### config.mk
export PLATFORM = sky130hd
export DESIGN_NAME = hvac_sequencer_flat
export DESIGN_NICKNAME = d
export VERILOG_FILES = /design/src/rtl/hvac_pkg.sv /design/src/rtl/hvac_sequencer_if.sv /design/src/rtl/hvac_downcounter.sv /design/src/rtl/hvac_sequencer.sv /design/src/flat_wrapper.sv
export SDC_FILE = /design/constraint.sdc
export NUM_CORES = 1
export LEC_CHECK = 0
export ABC_AREA = 0
export BUFFER_PORTS_ARGS = -buffer_cell sky130_fd_sc_hd__buf_2
export CAP_MARGIN = 10
export CORE_MARGIN = 1.5
export CORE_UTILIZATION = 45
export DETAILED_ROUTE_END_ITERATION = 16
export GPL_ROUTABILITY_DRIVEN = 0
export PLACE_DENSITY_LB_ADDON = 0.08
export SYNTH_ARGS = -nofsm -noshare
export SYNTH_HDL_FRONTEND = slang
export SYNTH_SLANG_ARGS = --single-unit
### constraint.sdc
create_clock -name clk -period 3.8 [get_ports clk]
set_clock_uncertainty 0.15 [all_clocks]
set_input_delay 0 -clock clk [delete_from_list [all_inputs] [get_ports clk]]
set_output_delay 0 -clock clk [all_outputs]
set_load 0.02 [all_outputs]
### src/rtl/hvac_pkg.sv
`default_nettype none
// ============================================================================
// Module   : hvac_pkg
// Brief    : State encoding, mode constants and default timings for hvac_sequencer
// Revision : 1.0
// ============================================================================
package hvac_pkg;

  localparam logic [2:0] ST_IDLE = 3'd0;
  localparam logic [2:0] ST_PRE  = 3'd1;
  localparam logic [2:0] ST_HEAT = 3'd2;
  localparam logic [2:0] ST_COOL = 3'd3;
  localparam logic [2:0] ST_POST = 3'd4;

  typedef enum logic [2:0] {
    S_IDLE = ST_IDLE,
    S_PRE  = ST_PRE,
    S_HEAT = ST_HEAT,
    S_COOL = ST_COOL,
    S_POST = ST_POST
  } state_e;

  localparam logic MODE_HEAT = 1'b0;
  localparam logic MODE_COOL = 1'b1;

  localparam int DEF_PRE_CYCLES  = 4;
  localparam int DEF_MIN_ON      = 8;
  localparam int DEF_POST_CYCLES = 4;
  localparam int DEF_MIN_OFF     = 16;
  localparam int DEF_CW          = 8;

endpackage
`default_nettype wire

### src/rtl/hvac_sequencer_if.sv
`default_nettype none
// ============================================================================
// Module   : hvac_sequencer_if
// Brief    : Request/actuator bundle between the ac controller and the sequencer
// Revision : 1.0
// ============================================================================
interface hvac_sequencer_if;
  import hvac_pkg::*;

  logic       heat_req;
  logic       cool_req;
  logic       fan_on;
  logic       heater_on;
  logic       compressor_on;
  logic       lockout;
  logic       conflict;
  logic [2:0] state;

  modport master (
    output heat_req, cool_req,
    input  fan_on, heater_on, compressor_on, lockout, conflict, state
  );

  modport slave (
    input  heat_req, cool_req,
    output fan_on, heater_on, compressor_on, lockout, conflict, state
  );

endinterface
`default_nettype wire

### src/rtl/hvac_downcounter.sv
`default_nettype none
// ============================================================================
// Module   : hvac_downcounter
// Brief    : Loadable down-counter that saturates at zero and flags zero
// Revision : 1.0
// ============================================================================
module hvac_downcounter
  import hvac_pkg::*;
#(
  parameter int CW = DEF_CW
) (
  input  wire logic          clk,
  input  wire logic          rst_n,
  input  wire logic          i_load,
  input  wire logic [CW-1:0] i_load_val,
  input  wire logic          i_en,
  output logic               o_zero
);

  logic [CW-1:0] r_count;

  // Load has priority so a reload on the same edge as a decrement wins.
  always_ff @(posedge clk or negedge rst_n) begin
    if (!rst_n) begin
      r_count <= '0;
    end else if (i_load) begin
      r_count <= i_load_val;
    end else if (i_en && (r_count != '0)) begin
      r_count <= r_count - 1'b1;
    end
  end

  assign o_zero = (r_count == '0);

endmodule
`default_nettype wire

### src/rtl/hvac_sequencer.sv
`default_nettype none
// ============================================================================
// Module   : hvac_sequencer
// Brief    : Fan/heater/compressor sequencing with purge, min-run and lockout
// Revision : 1.0
// ============================================================================
module hvac_sequencer
  import hvac_pkg::*;
#(
  parameter int PRE_CYCLES  = DEF_PRE_CYCLES,
  parameter int MIN_ON      = DEF_MIN_ON,
  parameter int POST_CYCLES = DEF_POST_CYCLES,
  parameter int MIN_OFF     = DEF_MIN_OFF,
  parameter int CW          = DEF_CW
) (
  input  wire logic       clk,
  input  wire logic       rst_n,
  hvac_sequencer_if.slave bus
);

  localparam logic [CW-1:0] c_pre_load  = CW'(PRE_CYCLES - 1);
  localparam logic [CW-1:0] c_on_load   = CW'(MIN_ON - 1);
  localparam logic [CW-1:0] c_post_load = CW'(POST_CYCLES - 1);
  localparam logic [CW-1:0] c_off_load  = CW'(MIN_OFF);

  state_e        r_state, w_next_state;
  logic          r_mode, w_next_mode;
  logic          w_heat_valid, w_cool_valid, w_mode_req;
  logic          w_seq_load, w_lock_load;
  logic [CW-1:0] w_seq_load_val;
  logic          w_seq_zero, w_lock_zero;

  // Both requests high counts as no request at all.
  assign w_heat_valid = bus.heat_req & ~bus.cool_req;
  assign w_cool_valid = bus.cool_req & ~bus.heat_req;
  assign w_mode_req   = (r_mode == MODE_COOL) ? w_cool_valid : w_heat_valid;

  always_ff @(posedge clk or negedge rst_n) begin
    if (!rst_n) begin
      r_state <= S_IDLE;
      r_mode  <= MODE_HEAT;
    end else begin
      r_state <= w_next_state;
      r_mode  <= w_next_mode;
    end
  end

  always_comb begin
    w_next_state   = r_state;
    w_next_mode    = r_mode;
    w_seq_load     = 1'b0;
    w_seq_load_val = '0;
    w_lock_load    = 1'b0;
    case (r_state)
      S_IDLE: begin
        if (w_heat_valid) begin
          w_next_state   = S_PRE;
          w_next_mode    = MODE_HEAT;
          w_seq_load     = 1'b1;
          w_seq_load_val = c_pre_load;
        end else if (w_cool_valid && w_lock_zero) begin
          w_next_state   = S_PRE;
          w_next_mode    = MODE_COOL;
          w_seq_load     = 1'b1;
          w_seq_load_val = c_pre_load;
        end
      end
      S_PRE: begin
        if (!w_mode_req) begin
          // Abort without post-purge; clear the counter so IDLE is clean.
          w_next_state = S_IDLE;
          w_seq_load   = 1'b1;
        end else if (w_seq_zero) begin
          w_next_state   = (r_mode == MODE_COOL) ? S_COOL : S_HEAT;
          w_seq_load     = 1'b1;
          w_seq_load_val = c_on_load;
        end
      end
      S_HEAT: begin
        if (w_seq_zero && !w_heat_valid) begin
          w_next_state   = S_POST;
          w_seq_load     = 1'b1;
          w_seq_load_val = c_post_load;
        end
      end
      S_COOL: begin
        if (w_seq_zero && !w_cool_valid) begin
          w_next_state   = S_POST;
          w_seq_load     = 1'b1;
          w_seq_load_val = c_post_load;
          w_lock_load    = 1'b1;
        end
      end
      S_POST: begin
        if (w_seq_zero) begin
          w_next_state = S_IDLE;
        end
      end
      default: begin
        w_next_state = S_IDLE;
        w_seq_load   = 1'b1;
      end
    endcase
  end

  hvac_downcounter #(.CW(CW)) u_seq_cnt (
    .clk        (clk),
    .rst_n      (rst_n),
    .i_load     (w_seq_load),
    .i_load_val (w_seq_load_val),
    .i_en       (1'b1),
    .o_zero     (w_seq_zero)
  );

  hvac_downcounter #(.CW(CW)) u_lock_cnt (
    .clk        (clk),
    .rst_n      (rst_n),
    .i_load     (w_lock_load),
    .i_load_val (c_off_load),
    .i_en       (1'b1),
    .o_zero     (w_lock_zero)
  );

  // Actuators decode from registered state only.
  assign bus.fan_on        = (r_state == S_PRE) || (r_state == S_HEAT) ||
                             (r_state == S_COOL) || (r_state == S_POST);
  assign bus.heater_on     = (r_state == S_HEAT);
  assign bus.compressor_on = (r_state == S_COOL);
  assign bus.lockout       = ~w_lock_zero;
  assign bus.conflict      = bus.heat_req & bus.cool_req;
  assign bus.state         = r_state;

endmodule
`default_nettype wire

### src/flat_wrapper.sv
// flat-port wrapper written by rule: the top's interface ports become plain ports
module hvac_sequencer_flat import hvac_pkg::*;
#(
  parameter int PRE_CYCLES  = DEF_PRE_CYCLES,
  parameter int MIN_ON      = DEF_MIN_ON,
  parameter int POST_CYCLES = DEF_POST_CYCLES,
  parameter int MIN_OFF     = DEF_MIN_OFF,
  parameter int CW          = DEF_CW
)
  (clk, rst_n, bus_heat_req, bus_cool_req, bus_fan_on, bus_heater_on, bus_compressor_on, bus_lockout, bus_conflict, bus_state);
  hvac_sequencer_if bus_i ();
  input  wire logic clk;
  input  wire logic rst_n;
  input wire logic [$bits(bus_i.heat_req)-1:0] bus_heat_req;
  input wire logic [$bits(bus_i.cool_req)-1:0] bus_cool_req;
  output wire logic [$bits(bus_i.fan_on)-1:0] bus_fan_on;
  output wire logic [$bits(bus_i.heater_on)-1:0] bus_heater_on;
  output wire logic [$bits(bus_i.compressor_on)-1:0] bus_compressor_on;
  output wire logic [$bits(bus_i.lockout)-1:0] bus_lockout;
  output wire logic [$bits(bus_i.conflict)-1:0] bus_conflict;
  output wire logic [$bits(bus_i.state)-1:0] bus_state;
  assign bus_i.heat_req = bus_heat_req;
  assign bus_i.cool_req = bus_cool_req;
  assign bus_fan_on = bus_i.fan_on;
  assign bus_heater_on = bus_i.heater_on;
  assign bus_compressor_on = bus_i.compressor_on;
  assign bus_lockout = bus_i.lockout;
  assign bus_conflict = bus_i.conflict;
  assign bus_state = bus_i.state;
  hvac_sequencer #(.PRE_CYCLES(PRE_CYCLES), .MIN_ON(MIN_ON), .POST_CYCLES(POST_CYCLES), .MIN_OFF(MIN_OFF), .CW(CW)) u_core (.clk(clk), .rst_n(rst_n), .bus(bus_i));
endmodule
After elaboration in Yosys (flattened, before gate mapping)

Index checks and enable logic that the tools add are counted.
Widths: inputs -> output; s select.

Register bits after elaboration: 20
Output and inout bits: 8

$add $sub $neg: 2
Equal/unequal tests: 9
Multiplexer cells: 31
Bitwise operators: 6
Reductions and logical operators: 18

Operators by type and width:

| kind                | number |
|---|---|
| $mux 8              | 6 |
| $pmux 8 s4          | 1 |
| $mux 3              | 8 |
| $logic_not 8->1     | 2 |
| $reduce_bool 8->1   | 2 |
| $sub 8x1->8 const B | 2 |
| $pmux 3 s5          | 1 |
| $mux 1              | 11 |
| $eq 3x2->1 const B  | 2 |
| $mux 2              | 3 |
| $ne 2x1->1 const B  | 3 |
| $reduce_bool 2->1   | 3 |
| $pmux 1 s5          | 1 |
| $reduce_and 5->1    | 1 |
| $and 1x1->1         | 3 |
| $eq 3x1->1 const B  | 1 |
| $eq 3x3->1 const B  | 1 |
| $logic_and 1x1->1   | 3 |
| $logic_not 3->1     | 1 |
| $logic_or 1x1->1    | 3 |
| $ne 3x1->1 const B  | 1 |
| $ne 3x3->1 const B  | 1 |
| $not 1->1           | 3 |
| $logic_not 1->1     | 2 |
| $reduce_and 2->1    | 1 |

Longest topological paths before layout

Depth in word-level cells: 7
Gate-level depth with buffers: 6
Gate-level depth less buffers: 6

Modules after synthesis

Synthesis repeated with hierarchy kept, for this count alone.

Cell total of the unflattened synthesis: 175
Area total of the unflattened synthesis: 1487.7 um2

Modules (own cells, without submodules):

| module           | times used | cells an instance | area each (um2) |
|---|---|---|---|
| hvac_downcounter | 2          | 58                | 528.0 |
| hvac_sequencer   | 1          | 59                | 431.7 |

Worst setup path before layout

No wires, ideal clock.

Path type: reg2reg
Start point: register u_core.r_state[1], in the netlist u_core.bus.state[1]
End point: register u_core.u_seq_cnt.r_count[3]
Library setup time: 139 ps
Data arrival time: 1693 ps
Path slack: 1819 ps
Stages on the path, launching flop included: 6
Cells stage by stage: dfrtp_1 buf_6 nor2b_4 or4_4 a221oi_4 nor3_1

Cells in the longest elaborated chain, start to end: 3
Elaborated cells on any way between the ends: 9
Those cells by class: eq/ne (4); mux (3); reduce/logical (2)

Ends and longest elaborated chain:

| what                                        | line                   | text |
|---|---|---|
| from (decl)                                 | hvac_sequencer.sv:26   | `state_e r_state, w_next_state;` |
| from (signal assigned)                      | hvac_sequencer.sv:43   | `r_state <= w_next_state;` |
| $eq 3x3->1, or another cell as far along    | hvac_sequencer.sv:54   | `case (r_state)` |
| $pmux 1 s5 or $pmux 8 s4 (tied branches)    | hvac_sequencer.sv:54   |  |
| $mux 8 or $reduce_bool 2->1 (tied branches) | --                     |  |
| to (signal assigned)                        | hvac_downcounter.sv:27 | `r_count <= i_load_val;` |
| to (signal assigned)                        | hvac_downcounter.sv:29 | `r_count <= r_count - 1'b1;` |
| to (decl)                                   | hvac_downcounter.sv:20 | `logic [CW-1:0] r_count;` |

Several ways; a longest one is shown, not always the timed one.
A chain may end at the register's enable or synchronous reset.

Final worst setup path

Start point: register u_core.r_state[1], in the netlist u_core.bus.state[1]
End point: register u_core.r_mode

Cells in the longest elaborated chain, start to end: 2

Ends and longest elaborated chain:

| what                              | line                 | text |
|---|---|---|
| $logic_not 3->1                   | hvac_sequencer.sv:54 |  |
| $reduce_and 2->1 (no source line) | --                   |  |
| to (signal assigned)              | hvac_sequencer.sv:44 | `r_mode <= w_next_mode;` |
| to (decl)                         | hvac_sequencer.sv:27 | `logic r_mode, w_next_mode;` |

Every way passes these cells.

==> impl_metrics.env <==
export IMPL_die_w_um=58.66
export IMPL_tightest_slew_ps=509.3
export IMPL_outcome="completed"
export IMPL_place_inst=182
export IMPL_rsz0062_at_grt="no"
export IMPL_dr_pass1_iters=4
export IMPL_maxCapViolCount=0
export IMPL_postCtsSetupBuffers=0
export IMPL_viasPerCell=6.032
export IMPL_ant_nets=0
export IMPL_arrival_ps=2300
export IMPL_hold_viol_final=0
export IMPL_drive_gt1_share_pct=18.06
export IMPL_syn_nets=151
export IMPL_syn_cell_area_mm2=0.001394
export IMPL_ys_warnings_count=0
export IMPL_clk_latency_ps=300
export IMPL_grt_total_usage_pct=19.13
export IMPL_die_area_mm2=0.003440
export IMPL_clk_path_buf_depth=2
export IMPL_min_period_ps=2249
export IMPL_grt_pass1_vias=1077
export IMPL_synth_cells=144
export IMPL_dr_first_iter_drc_count=48
export IMPL_register_area_um2=500.5
export IMPL_die_h_um=58.66
export IMPL_wl_um=2870
export IMPL_clkSinkCount=20
export IMPL_synth_seq_area_share_pct=35.91
export IMPL_post_cts_resized=0
export IMPL_mostFrequentLayoutCell="dfrtp_1"
export IMPL_instances_no_fill=188
export IMPL_layout_setup_ws_ps=1551
export IMPL_row_count=20
export IMPL_holdBufCountCts=3
export IMPL_synth_cell_types=49
export IMPL_slew_headroom_pct=65.79
export IMPL_overflow=0
export IMPL_finalSetupViolCount=0
export IMPL_cts_tree="done"
export IMPL_cpMostUsedCell="o21ai_0"
export IMPL_pwr_density_cell_mw_per_mm2=831.9
export IMPL_max_stage_delay_ps=560
export IMPL_start_util_pct=46.42
export IMPL_grt_pass1_wl_um=5002
export IMPL_multi_input_area_um2=827.0
export IMPL_ios=12
export IMPL_nNetsFinal=164
export IMPL_worstSetupStartpointType="flop"
export IMPL_crit_fanout=11
export IMPL_cts_root_buffer="clkbuf_4"
export IMPL_synth_seq_cells=20
export IMPL_io_buffers=11
export IMPL_tns_ps=0
export IMPL_wl_per_cell_um=15.27
export IMPL_antenna_found_initial=0
export IMPL_fin_crit_sh_pct=59.18
export IMPL_worstPathRequired_ps=3850
export IMPL_hold_path_class="primary input to async pin"
export IMPL_drcViolationCount=0
export IMPL_slew_viol_final=0
export IMPL_crit_slowest_cell="dlygate4sd3_1"
export IMPL_end_kind="flop"
export IMPL_final_cell_mix="dfrtp_1, nor2_1, buf_2, nand2_1, nor3_1"
export IMPL_fillers=291
export IMPL_num_vias=1134
export IMPL_crit_chain="nor2_1 > nand2_1 > o21ai_0 > o21ai_0 > dlygate4sd3_1"
export IMPL_dp_slack_ps=1670
export IMPL_dp_hpwl_um=2200
export IMPL_peakVddDrop_mv=0.2902
export IMPL_grt_max_degree=21
export IMPL_p_leak_nw=0.6279
export IMPL_n_antenna_cell=0
export IMPL_crit_type="flop to flop"
export IMPL_avgSynthCellArea_um2=9.679
export IMPL_core_mm2=0.003003
export IMPL_synthToLayoutAreaGrowth_pct=7.810
export IMPL_clkSlewWorstSetupHoldPaths_ps=110
export IMPL_cts_max_level=1
export IMPL_cts_buffers_inserted=3
export IMPL_fmax_ghz=0.4447
==> layout make-up <==
class                           instances  area share [%]
Multi-Input combinational cell        111           55.04
Sequential cell                        20           33.31
Timing Repair Buffer                   14           5.662
Tap cell                               33           2.748
Inverter                                7           1.749
Clock buffer                            3           1.499
==> where the power goes <==
| group | internal (mW) | total [mW] | switching, mW |
|---|---|---|---|
| sequential | 0.310 | 0.463 | 0.153 |
| clock | 0.0369 | 0.0989 | 0.0619 |
| combinational | 0.308 | 0.689 | 0.381 |
| total | 0.655 | 1.25 | 0.596 |
==> per-layer routing <==
layer  global-route usage, %  routed length, µm  part of all wire (%)  up-vias
li1                        -                  -                     -      555
met2                   28.89               1327                    46       19
met5                       0                  0                     0        -
met4                   9.091                 33                   1.1        0
met3                   2.418                 80                   2.8        4
met1                   27.27               1429                    50      556
==> through the flow <==
| stage | total power, mW | area, µm² | hold slack [ps] | util (%) |
|---|---|---|---|---|
| 3_5_place_dp | 1.141 | 1450 | -181.2 | 48.29 |
| 6_report | 1.250 | 1503 | 15.28 | 50.04 |
| 5_1_grt | 1.368 | 1503 | 48.60 | 50.04 |
| 3_3_place_gp | 1.120 | 1450 | -184.6 | 48.29 |
| 2_1_floorplan | 0.9990 | 1394 | -445.6 | - |
| 4_1_cts | 1.254 | 1503 | 30.45 | 50.04 |
==> synth_stat cells (all sizes together) <==
library cell / count / area [µm²]
a2111oi: 3 / 38.79
a211oi: 5 / 42.54
a21o: 1 / 7.510
a21oi: 8 / 40.04
a221oi: 1 / 26.28
a31oi: 1 / 6.260
a32o: 2 / 20.02
a41oi: 1 / 8.760
and2: 1 / 6.260
and2b: 1 / 7.510
buf: 5 / 36.28
clkbuf: 1 / 3.750
dfrtp: 20 / 500.5
ha: 3 / 37.54
inv: 7 / 26.27
mux2i: 3 / 30.03
nand2: 10 / 45.04
nand2b: 4 / 25.02
nand3: 3 / 15.01
nand3b: 1 / 7.510
nand4: 1 / 6.260
nand4bb: 1 / 11.26
nor2: 13 / 48.80
nor2b: 5 / 38.78
nor3: 10 / 61.31
nor3b: 2 / 25.02
nor4: 4 / 55.05
nor4b: 1 / 8.760
nor4bb: 1 / 10.01
o2111ai: 1 / 8.760
o21a: 2 / 15.01
o21ai: 5 / 25.02
o21bai: 1 / 7.510
o221ai: 2 / 17.52
o31ai: 1 / 12.51
or3: 2 / 12.51
or3b: 2 / 17.52
or4: 1 / 11.26
xnor2: 7 / 61.31
xor2: 1 / 8.760
==> final timing paths <==
kind	slack [ps]	startpoint	end	cells after the start
worst min-delay path	20	rst_n	u_core.u_seq_cnt.r_count[6]	2
worst max-delay path	1550	u_core.bus.state[1]	u_core.r_mode	5
worst min register to register	450	u_core.u_lock_cnt.r_count[0]	u_core.u_lock_cnt.r_count[0]	2
max in group asynchronous	3170	rst_n	u_core.u_lock_cnt.r_count[5]	2
worst max register to register	1550	u_core.bus.state[1]	u_core.r_mode	5
min in group clk	180	bus_cool_req	u_core.bus.state[1]	4
==> state kept, by name (all words and copies together), names as in the netlist <==
name	cells
u_core.u_lock_cnt.r_count	8
u_core.bus.state	3
u_core.u_seq_cnt.r_count	8
u_core.r_mode	1
==> cell families (layout without fill, tap and decap cells) <==
family,count (synthesis),in the layout,share of synthesized area [%]
mux,3,3,2.154
compound gates,34,34,19.84
xor+xnor,8,8,5.027
fa+ha+maj,3,3,2.693
buf+inv,13,24,4.757
flops,20,20,35.91
simple gates,63,63,29.62
==> critical path: cells and delay by family (launching register included) <==
family                 cells  cell delay [ps]
buffers and inverters      1              560
and+or+nand+nor            2              620
AOI/OAI and AO/OA          2              300
DFF                        1              510
Note: power is estimated with default switching activity, not from simulation.
